===== src/rtl/tick_gen_if.sv =====
// Control and status bundle for tick_gen: period control inputs and tick outputs.
// The master side drives the controls; the slave side is the tick generator.
interface tick_gen_if #(
  parameter int CNT_W = 26
);
  logic             en;
  logic             clr;
  logic             div_load;
  logic [CNT_W-1:0] div_val;
  logic [1:0]       mode;
  logic             step;
  logic             tick;
  logic             tick_half;
  logic             tick_blink;
  logic [CNT_W-1:0] count;
  logic             div_err;

  modport master (
    output en, clr, div_load, div_val, mode, step,
    input  tick, tick_half, tick_blink, count, div_err
  );

  modport slave (
    input  en, clr, div_load, div_val, mode, step,
    output tick, tick_half, tick_blink, count, div_err
  );
endinterface


===== src/rtl/tick_gen.sv =====
// Programmable period tick generator with midpoint pulse, blink output,
// a fast mode, single-step mode and hold.
module tick_gen #(
  parameter int CNT_W       = 26,
  parameter int DIV_DEFAULT = 50000000,
  parameter int FAST_SHIFT  = 3
) (
  input  logic     clk,
  input  logic     rst_n,
  tick_gen_if.slave bus
);

  typedef enum logic [1:0] {
    MODE_NORMAL = 2'b00,
    MODE_FAST   = 2'b01,
    MODE_STEP   = 2'b10,
    MODE_HOLD   = 2'b11
  } mode_t;

  localparam logic [CNT_W-1:0] MIN_DIV  = CNT_W'(2);
  localparam logic [CNT_W-1:0] DIV_INIT = CNT_W'(DIV_DEFAULT);

  mode_t            mode_sel;
  logic [CNT_W-1:0] div_q;
  logic [CNT_W-1:0] fast_div;
  logic [CNT_W-1:0] period;
  logic [CNT_W-1:0] last;
  logic [CNT_W-1:0] half_pt;
  logic [CNT_W-1:0] count_q;
  logic [CNT_W-1:0] count_d;
  logic             tick_q;
  logic             tick_d;
  logic             half_q;
  logic             half_d;
  logic             blink_q;
  logic             blink_d;
  logic             err_q;
  logic             load_ok;

  assign mode_sel = mode_t'(bus.mode);
  assign load_ok  = bus.div_val >= MIN_DIV;

  // Effective period; fast mode clamps to 2 so the midpoint stays distinct from the wrap.
  always_comb begin
    fast_div = div_q >> FAST_SHIFT;
    period   = div_q;
    if (mode_sel == MODE_FAST) begin
      period = (fast_div < MIN_DIV) ? MIN_DIV : fast_div;
    end
    last    = period - CNT_W'(1);
    half_pt = period >> 1;
  end

  // Using >= on the wrap folds any out-of-range count (after a shrink) back to 0.
  always_comb begin
    count_d = count_q;
    tick_d  = 1'b0;
    half_d  = 1'b0;
    blink_d = blink_q;
    if (bus.clr) begin
      count_d = '0;
      blink_d = 1'b0;
    end else if (bus.en) begin
      case (mode_sel)
        MODE_NORMAL, MODE_FAST: begin
          if (count_q >= last) begin
            count_d = '0;
            tick_d  = 1'b1;
          end else begin
            count_d = count_q + CNT_W'(1);
            half_d  = (count_d == half_pt);
          end
        end
        MODE_STEP: tick_d = bus.step;
        default: ;
      endcase
      if (tick_d || half_d) begin
        blink_d = ~blink_q;
      end
    end
  end

  always_ff @(posedge clk or negedge rst_n) begin
    if (!rst_n) begin
      count_q <= '0;
      tick_q  <= 1'b0;
      half_q  <= 1'b0;
      blink_q <= 1'b0;
    end else begin
      count_q <= count_d;
      tick_q  <= tick_d;
      half_q  <= half_d;
      blink_q <= blink_d;
    end
  end

  // Divisor loads are accepted regardless of en, mode or clr.
  always_ff @(posedge clk or negedge rst_n) begin
    if (!rst_n) begin
      div_q <= DIV_INIT;
      err_q <= 1'b0;
    end else begin
      err_q <= bus.div_load && !load_ok;
      if (bus.div_load && load_ok) begin
        div_q <= bus.div_val;
      end
    end
  end

  assign bus.count      = count_q;
  assign bus.tick       = tick_q;
  assign bus.tick_half  = half_q;
  assign bus.tick_blink = blink_q;
  assign bus.div_err    = err_q;

endmodule


===== src/flat_wrapper.sv =====
// flat-port wrapper written by rule: the top's interface ports become plain ports
module tick_gen_flat 
#(
  parameter int CNT_W       = 26,
  parameter int DIV_DEFAULT = 50000000,
  parameter int FAST_SHIFT  = 3
)
  (clk, rst_n, bus_en, bus_clr, bus_div_load, bus_div_val, bus_mode, bus_step, bus_tick, bus_tick_half, bus_tick_blink, bus_count, bus_div_err);
  tick_gen_if #(.CNT_W(CNT_W)) bus_i ();
  input  logic clk;
  input  logic rst_n;
  input wire logic [$bits(bus_i.en)-1:0] bus_en;
  input wire logic [$bits(bus_i.clr)-1:0] bus_clr;
  input wire logic [$bits(bus_i.div_load)-1:0] bus_div_load;
  input wire logic [$bits(bus_i.div_val)-1:0] bus_div_val;
  input wire logic [$bits(bus_i.mode)-1:0] bus_mode;
  input wire logic [$bits(bus_i.step)-1:0] bus_step;
  output wire logic [$bits(bus_i.tick)-1:0] bus_tick;
  output wire logic [$bits(bus_i.tick_half)-1:0] bus_tick_half;
  output wire logic [$bits(bus_i.tick_blink)-1:0] bus_tick_blink;
  output wire logic [$bits(bus_i.count)-1:0] bus_count;
  output wire logic [$bits(bus_i.div_err)-1:0] bus_div_err;
  assign bus_i.en = bus_en;
  assign bus_i.clr = bus_clr;
  assign bus_i.div_load = bus_div_load;
  assign bus_i.div_val = bus_div_val;
  assign bus_i.mode = bus_mode;
  assign bus_i.step = bus_step;
  assign bus_tick = bus_i.tick;
  assign bus_tick_half = bus_i.tick_half;
  assign bus_tick_blink = bus_i.tick_blink;
  assign bus_count = bus_i.count;
  assign bus_div_err = bus_i.div_err;
  tick_gen #(.CNT_W(CNT_W), .DIV_DEFAULT(DIV_DEFAULT), .FAST_SHIFT(FAST_SHIFT)) u_core (.clk(clk), .rst_n(rst_n), .bus(bus_i));
endmodule

===== config.mk =====
export PLATFORM = sky130hd
export DESIGN_NAME = tick_gen_flat
export DESIGN_NICKNAME = d
export VERILOG_FILES = /design/src/rtl/tick_gen_if.sv /design/src/rtl/tick_gen.sv /design/src/flat_wrapper.sv
export SDC_FILE = /design/constraint.sdc
export NUM_CORES = 1
export LEC_CHECK = 0
export ABC_AREA = 0
export CORE_ASPECT_RATIO = 1.75
export CORE_MARGIN = 2
export CORE_UTILIZATION = 50
export DETAILED_ROUTE_END_ITERATION = 8
export PLACE_DENSITY_LB_ADDON = 0.12
export SKIP_LAST_GASP = 1
export SLEW_MARGIN = 10
export SYNTH_ARGS = -nofsm -noshare
export SYNTH_HDL_FRONTEND = slang
export SYNTH_SLANG_ARGS = --single-unit

===== constraint.sdc =====
create_clock -name clk -period 6.5 [get_ports clk]
set_clock_uncertainty 0.15 [all_clocks]
set_input_delay 0.65 -clock clk [delete_from_list [all_inputs] [get_ports clk]]
set_output_delay 0.65 -clock clk [all_outputs]
set_load 0.02 [all_outputs]

==> flow_summary.html <==
<table>
<tr><th>Metric</th><th>Value</th></tr>
<tr><th colspan="2">Synthesis</th></tr>
<tr><td>Async set or reset register ratio after synthesis</td><td>100%</td></tr>
<tr><td>Flip-flop and latch count after synthesis</td><td>56</td></tr>
<tr><td>Mapped Area</td><td>4840 um2</td></tr>
<tr><td>Commonest register cell after synthesis</td><td>sky130_fd_sc_hd__dfrtp_1</td></tr>
<tr><td>Unique masters post-synth</td><td>61</td></tr>
<tr><td>Mapped Avg Cell Area</td><td>8.62 um2</td></tr>
<tr><td>Top post-synthesis cells by area</td><td>sky130_fd_sc_hd__dfrtp_1 (23%), sky130_fd_sc_hd__ha_1 (7.2%), sky130_fd_sc_hd__xnor2_1 (7.2%)</td></tr>
<tr><td>Net count of the mapped netlist</td><td>623</td></tr>
<tr><td>Number of synthesized flops with an enable pin</td><td>0</td></tr>
<tr><td>Yosys warning count</td><td>0</td></tr>
<tr><td>Sequential-to-total area share from yosys stat</td><td>29.3%</td></tr>
<tr><td>Top cell type's share of synthesized area</td><td>22.8%</td></tr>
<tr><td>Mapped Cells</td><td>561</td></tr>
<tr><td>Leading area contributor after synthesis</td><td>sky130_fd_sc_hd__dfrtp_1</td></tr>
<tr><th colspan="2">Floorplanning</th></tr>
<tr><td>Area inside the core boundary</td><td>approximately 9400 um2</td></tr>
<tr><td>Width of the chip</td><td>between 70 and 80 um</td></tr>
<tr><td>Site Rows</td><td>47</td></tr>
<tr><td>Height of the die</td><td>134 um</td></tr>
<tr><td>Initial cell density of the core</td><td>51.4%</td></tr>
<tr><td>Area enclosed by the die boundary</td><td>10500 um2</td></tr>
<tr><td>Count of pins on the block boundary</td><td>64</td></tr>
<tr><th colspan="2">STA</th></tr>
<tr><td>Transition time at the pin with the least slew margin</td><td>1.16 ns</td></tr>
<tr><td>Setup TNS after final layout</td><td>0 ns</td></tr>
<tr><td>Final worst slack</td><td>0.619 ns</td></tr>
<tr><td>Worst-case headroom to the max-slew limit</td><td>about 23%</td></tr>
<tr><td>Final period demand of the worst path</td><td>5.88 ns</td></tr>
<tr><td>Setup violations, final</td><td>0</td></tr>
<tr><td>Total count of hold-check failures in the final report</td><td>0</td></tr>
<tr><td>Highest clock frequency the design can meet</td><td>around 170 MHz</td></tr>
<tr><td>RSZ-0062 raised after global routing</td><td>false</td></tr>
<tr><td>Worst Hold Slack</td><td>0.328 ns</td></tr>
<tr><td>Pins over their slew limit</td><td>0</td></tr>
<tr><td>Final clock period utilization by the worst path</td><td>90.5%</td></tr>
<tr><th colspan="2">Worst hold path</th></tr>
<tr><td>Kind of path behind the tightest hold check</td><td>in -&gt; async</td></tr>
<tr><th colspan="2">Worst setup path</th></tr>
<tr><td>Max stage delay cell, worst path</td><td>sky130_fd_sc_hd__clkdlybuf4s50_1</td></tr>
<tr><td>Crit-path cells</td><td>clkdlybuf4s50_1 -&gt; nand2b_4 -&gt; mux2i_1 -&gt; nand4_1 -&gt; nor2_1 -&gt; nand3_1 -&gt; or3_1 -&gt; a21oi_1 -&gt; a21oi_1 -&gt; ha_1 -&gt; nand3_1 -&gt; nor2_1 -&gt; a2111oi_0 -&gt; o41ai_1 -&gt; a221oi_1 -&gt; buf_4 -&gt; and3_1 -&gt; buf_4 -&gt; a21oi_1 -&gt; o21ai_0</td></tr>
<tr><td>Maximum fanout along the worst path</td><td>39</td></tr>
<tr><td>Nature of the critical path endpoint</td><td>flip-flop</td></tr>
<tr><td>R2r worst-path depth</td><td>20</td></tr>
<tr><td>RR Endpoint</td><td>u_core.bus.count[20]</td></tr>
<tr><td>Arrival time of the worst setup path</td><td>about 6.0 ns</td></tr>
<tr><td>Peak per-stage delay on the critical path</td><td>0.59 ns</td></tr>
<tr><td>Buffer and inverter count on the worst path</td><td>3</td></tr>
<tr><td>CP Depth</td><td>20</td></tr>
<tr><td>Largest delay contributor family on the critical path</td><td>simple AND/OR/NAND/NOR gates</td></tr>
<tr><td>Critical path required time</td><td>6.57 ns</td></tr>
<tr><td>Critical Path Source Type</td><td>input pin</td></tr>
<tr><td>Capture point of the critical path</td><td>u_core.bus.count[6]</td></tr>
<tr><td>Crit path from</td><td>bus_mode[1]</td></tr>
<tr><td>Top cell by count, worst path</td><td>sky130_fd_sc_hd__a21oi_1</td></tr>
<tr><td>Reg-to-reg setup timing slack</td><td>1.05 ns</td></tr>
<tr><td>Worst setup path class</td><td>in -&gt; reg</td></tr>
<tr><td>Beginning of the worst register-to-register path</td><td>u_core.div_q[24]</td></tr>
<tr><th colspan="2">Placement</th></tr>
<tr><td>Last weighted congestion value of the routability-driven placer</td><td>0.924</td></tr>
<tr><td>Dpl hpwl</td><td>between 10 and 15 mm</td></tr>
<tr><td>Number of port buffers</td><td>63</td></tr>
<tr><td>Worst-case setup slack after placement</td><td>0.366 ns</td></tr>
<tr><td>Post-Place Cell Area</td><td>5540 um2</td></tr>
<tr><td>Post-placement cell count</td><td>roughly 730</td></tr>
<tr><th colspan="2">Clock network</th></tr>
<tr><td>CTS root buf</td><td>sky130_fd_sc_hd__clkbuf_16</td></tr>
<tr><td>TritonCTS clock tree</td><td>yes</td></tr>
<tr><td>Clock network latency to the later pin of the worst-skew pair</td><td>roughly 0.3 ns</td></tr>
<tr><td>Maximum clock insertion buffer count</td><td>2</td></tr>
<tr><td>Post-CTS Hold Fix Bufs</td><td>0</td></tr>
<tr><td>Count of clock tree sinks</td><td>between 50 and 60</td></tr>
<tr><td>H-tree depth</td><td>2</td></tr>
<tr><td>Setup Fix Bufs, Post-CTS</td><td>0</td></tr>
<tr><td>Total clock buffers created by CTS</td><td>5</td></tr>
<tr><td>Quantity of gates resized following cts</td><td>0</td></tr>
<tr><td>Clock-pin slew of the registers on the worst-case setup and hold paths</td><td>0.07 ns</td></tr>
<tr><th colspan="2">Power</th></tr>
<tr><td>Combinational cell fraction of total power</td><td>26.1%</td></tr>
<tr><td>Switching pwr</td><td>0.278 mW</td></tr>
<tr><td>Sequential Power Share</td><td>44.2%</td></tr>
<tr><td>Final Total Pwr</td><td>0.900 mW</td></tr>
<tr><td>Leakage Power</td><td>2.43 nW</td></tr>
<tr><td>Internal power</td><td>0.622 mW</td></tr>
<tr><td>Highest ir drop seen on vdd</td><td>about 0.12 mV</td></tr>
<tr><td>Power density over the cells</td><td>159 nW/um2</td></tr>
<tr><td>Clock group share of total power</td><td>29.7%</td></tr>
<tr><td>Switching Share</td><td>a little under a third</td></tr>
<tr><th colspan="2">Routing</th></tr>
<tr><td>Overall via count from detail_route</td><td>4498</td></tr>
<tr><td>Detailed Route Iter0 Violations</td><td>356</td></tr>
<tr><td>Drt wl/cell</td><td>roughly 18 um</td></tr>
<tr><td>Per-cell via count in the routed design</td><td>6.13</td></tr>
<tr><td>Final wirelength</td><td>roughly 13 mm</td></tr>
<tr><td>Number of DRC violations after detailed routing</td><td>0</td></tr>
<tr><td>First-pass iteration count of the detailed router</td><td>5</td></tr>
<tr><td>Final ANT Viol Nets</td><td>0</td></tr>
<tr><th colspan="2">Final layout</th></tr>
<tr><td>Net count reported at finish</td><td>between 600 and 700</td></tr>
<tr><td>Design Area, Final</td><td>between 5000 and 6000 um2</td></tr>
<tr><td>Total of fill cells in the finished design</td><td>between 800 and 900</td></tr>
<tr><td>Post-layout util</td><td>60.3%</td></tr>
<tr><td>Area growth from synthesis to layout</td><td>17.4%</td></tr>
<tr><td>Inserted Diodes</td><td>0</td></tr>
<tr><td>Final instance count without filler cells</td><td>734</td></tr>
<tr><td>Proportion of layout cells with a drive suffix above 1</td><td>under 10%</td></tr>
<tr><th colspan="2">Global routing</th></tr>
<tr><td>Global-route wire length before repair</td><td>21.0 mm</td></tr>
<tr><td>Pin count of the biggest net entering global routing</td><td>57</td></tr>
<tr><td>Initial antenna violation count</td><td>0</td></tr>
<tr><td>Combined global-route utilization of all metal layers</td><td>25.3%</td></tr>
<tr><td>Number of global-route vias before repair</td><td>4239</td></tr>
<tr><td>Global-route congestion overflow total</td><td>0</td></tr>
<tr><th colspan="2">Outcome</th></tr>
<tr><td>Status</td><td>finished clean</td></tr>
<tr><th colspan="2">Flow run</th></tr>
<tr><td>Count of maximum capacitance violations</td><td>0</td></tr>
</table>
==> registers in the layout, indices dropped and copies added (netlist names) <==
signal,cells
u_core.bus.count,26
u_core.bus.tick,1
u_core.bus.div_err,1
u_core.bus.tick_half,1
u_core.div_q,26
u_core.bus.tick_blink,1
==> synth_stat cells, types with 2 or more instances <==
library cell / instances
sky130_fd_sc_hd__nor2_1: 46
sky130_fd_sc_hd__o211a_1: 2
sky130_fd_sc_hd__buf_2: 5
sky130_fd_sc_hd__mux2_2: 23
sky130_fd_sc_hd__nand3_1: 27
sky130_fd_sc_hd__a31oi_1: 3
sky130_fd_sc_hd__buf_4: 3
sky130_fd_sc_hd__a21oi_1: 20
sky130_fd_sc_hd__o41ai_1: 2
sky130_fd_sc_hd__dfstp_2: 12
sky130_fd_sc_hd__mux2i_1: 26
sky130_fd_sc_hd__or3_1: 9
sky130_fd_sc_hd__xor2_1: 16
sky130_fd_sc_hd__a2111oi_0: 2
sky130_fd_sc_hd__and4_1: 5
sky130_fd_sc_hd__o311ai_0: 7
sky130_fd_sc_hd__dfrtp_1: 44
sky130_fd_sc_hd__a211o_1: 2
sky130_fd_sc_hd__nor4_1: 12
sky130_fd_sc_hd__nand4_1: 17
sky130_fd_sc_hd__o21ai_0: 23
sky130_fd_sc_hd__xnor2_1: 40
sky130_fd_sc_hd__nor2b_1: 4
sky130_fd_sc_hd__ha_1: 28
sky130_fd_sc_hd__inv_1: 11
sky130_fd_sc_hd__clkbuf_1: 15
sky130_fd_sc_hd__o221ai_1: 2
sky130_fd_sc_hd__nand2b_1: 3
sky130_fd_sc_hd__nor3_1: 16
sky130_fd_sc_hd__a22oi_1: 2
sky130_fd_sc_hd__nand2_1: 67
sky130_fd_sc_hd__o21a_1: 3
sky130_fd_sc_hd__a21o_1: 7
sky130_fd_sc_hd__buf_6: 2
sky130_fd_sc_hd__and3_1: 10
sky130_fd_sc_hd__and2_1: 10
sky130_fd_sc_hd__a22o_1: 2
sky130_fd_sc_hd__o31ai_1: 10
==> power by group through the flow <==
stage | logic [mW] | clock network [mW] | registers [mW]
final | 0.235 | 0.267 | 0.398
after global routing | 0.256 | 0.283 | 0.400
after CTS | 0.235 | 0.271 | 0.397
after detailed placement | 0.233 | 0 | 0.404
after global placement | 0.227 | 0 | 0.403
after floorplan | 0.158 | 0 | 0.396
==> per-layer routing <==
| metal | global-route usage (%) | wire length [um] | up-vias | part of all wire [%] |
|---|---|---|---|---|
| met1 | 27.2 | 4990 | 2152 | 38 |
| met5 | 0 | 0 | - | 0 |
| met2 | 48.6 | 7240 | 153 | 55 |
| li1 | - | - | 2149 | - |
| met3 | 2.42 | 425 | 44 | 3.2 |
| met4 | 12.0 | 615 | 0 | 4.6 |
==> worst min-delay path by stage <==
stage | cells after the start | end | slack [ns] | from
after floorplan | 0 | u_core.bus.count[0] | 0.20 | rst_n
after global placement | 2 | u_core.div_q[13] | 0.32 | u_core.div_q[13]
after detailed placement | 2 | u_core.div_q[13] | 0.33 | u_core.div_q[13]
after CTS | 2 | u_core.div_q[13] | 0.34 | u_core.div_q[13]
after global routing | 2 | u_core.div_q[13] | 0.36 | u_core.div_q[13]
final | 2 | u_core.bus.count[2] | 0.33 | rst_n
==> kinds of logic (layout without fill, tap and decap cells) <==
kind of cell,Yosys count,count (layout),share of synthesized area [%]
fa+ha+maj,28,28,7.24
compound gates,97,97,13.5
mux,50,50,11.2
simple gates,236,236,24.9
buf+inv,38,89,3.65
xor+xnor,56,56,10.1
flops,56,56,29.3
==> placed cells by master, fill, tap and decap left out, types with 7 or more instances in the layout <==
| cell | n |
|---|---|
| sky130_fd_sc_hd__nand2_1 | 67 |
| sky130_fd_sc_hd__clkdlybuf4s50_1 | 62 |
| sky130_fd_sc_hd__nor2_1 | 46 |
| sky130_fd_sc_hd__dfrtp_1 | 44 |
| sky130_fd_sc_hd__xnor2_1 | 40 |
| sky130_fd_sc_hd__ha_1 | 28 |
| sky130_fd_sc_hd__nand3_1 | 27 |
| sky130_fd_sc_hd__mux2i_1 | 26 |
| sky130_fd_sc_hd__mux2_2 | 23 |
| sky130_fd_sc_hd__o21ai_0 | 23 |
| sky130_fd_sc_hd__a21oi_1 | 20 |
| sky130_fd_sc_hd__nand4_1 | 17 |
| sky130_fd_sc_hd__nor3_1 | 16 |
| sky130_fd_sc_hd__xor2_1 | 16 |
| sky130_fd_sc_hd__nor4_1 | 12 |
| sky130_fd_sc_hd__dfstp_2 | 12 |
| sky130_fd_sc_hd__inv_1 | 11 |
| sky130_fd_sc_hd__and2_1 | 10 |
| sky130_fd_sc_hd__o31ai_1 | 10 |
| sky130_fd_sc_hd__and3_1 | 10 |
| sky130_fd_sc_hd__or3_1 | 9 |
| sky130_fd_sc_hd__a21o_1 | 7 |
| sky130_fd_sc_hd__o311ai_0 | 7 |
| sky130_fd_sc_hd__buf_4 | 7 |
==> cell type report <==
class	instances	area [um2]	area share (%)
Multi-Input combinational cell	467	3250	57.2
Sequential cell	56	1420	25.0
Timing Repair Buffer	70	678	11.9
Tap cell	122	153	2.69
Clock buffer	6	129	2.27
Inverter	11	41.3	0.727
Clock inverter	2	12.5	0.220
==> worst reg2reg max path, stage by stage, from the launching register on <==
cell	delay (ns)
sky130_fd_sc_hd__dfrtp_1	0.43
sky130_fd_sc_hd__nor4_1	0.37
sky130_fd_sc_hd__nand4_1	0.23
sky130_fd_sc_hd__o21ai_0	0.31
sky130_fd_sc_hd__nand2_1	0.15
sky130_fd_sc_hd__ha_1	0.25
sky130_fd_sc_hd__and2_1	0.15
sky130_fd_sc_hd__and2_1	0.20
sky130_fd_sc_hd__and3_1	0.18
sky130_fd_sc_hd__and2_1	0.16
sky130_fd_sc_hd__xor2_1	0.14
sky130_fd_sc_hd__ha_1	0.29
sky130_fd_sc_hd__nand4_1	0.15
sky130_fd_sc_hd__nor3_1	0.43
sky130_fd_sc_hd__a2111oi_0	0.20
sky130_fd_sc_hd__o41ai_1	0.39
sky130_fd_sc_hd__a221oi_1	0.11
sky130_fd_sc_hd__buf_4	0.20
sky130_fd_sc_hd__and3_1	0.34
sky130_fd_sc_hd__and3_1	0.25
sky130_fd_sc_hd__a211o_1	0.26
No activity file was read; power rests on OpenSTA's default activity.
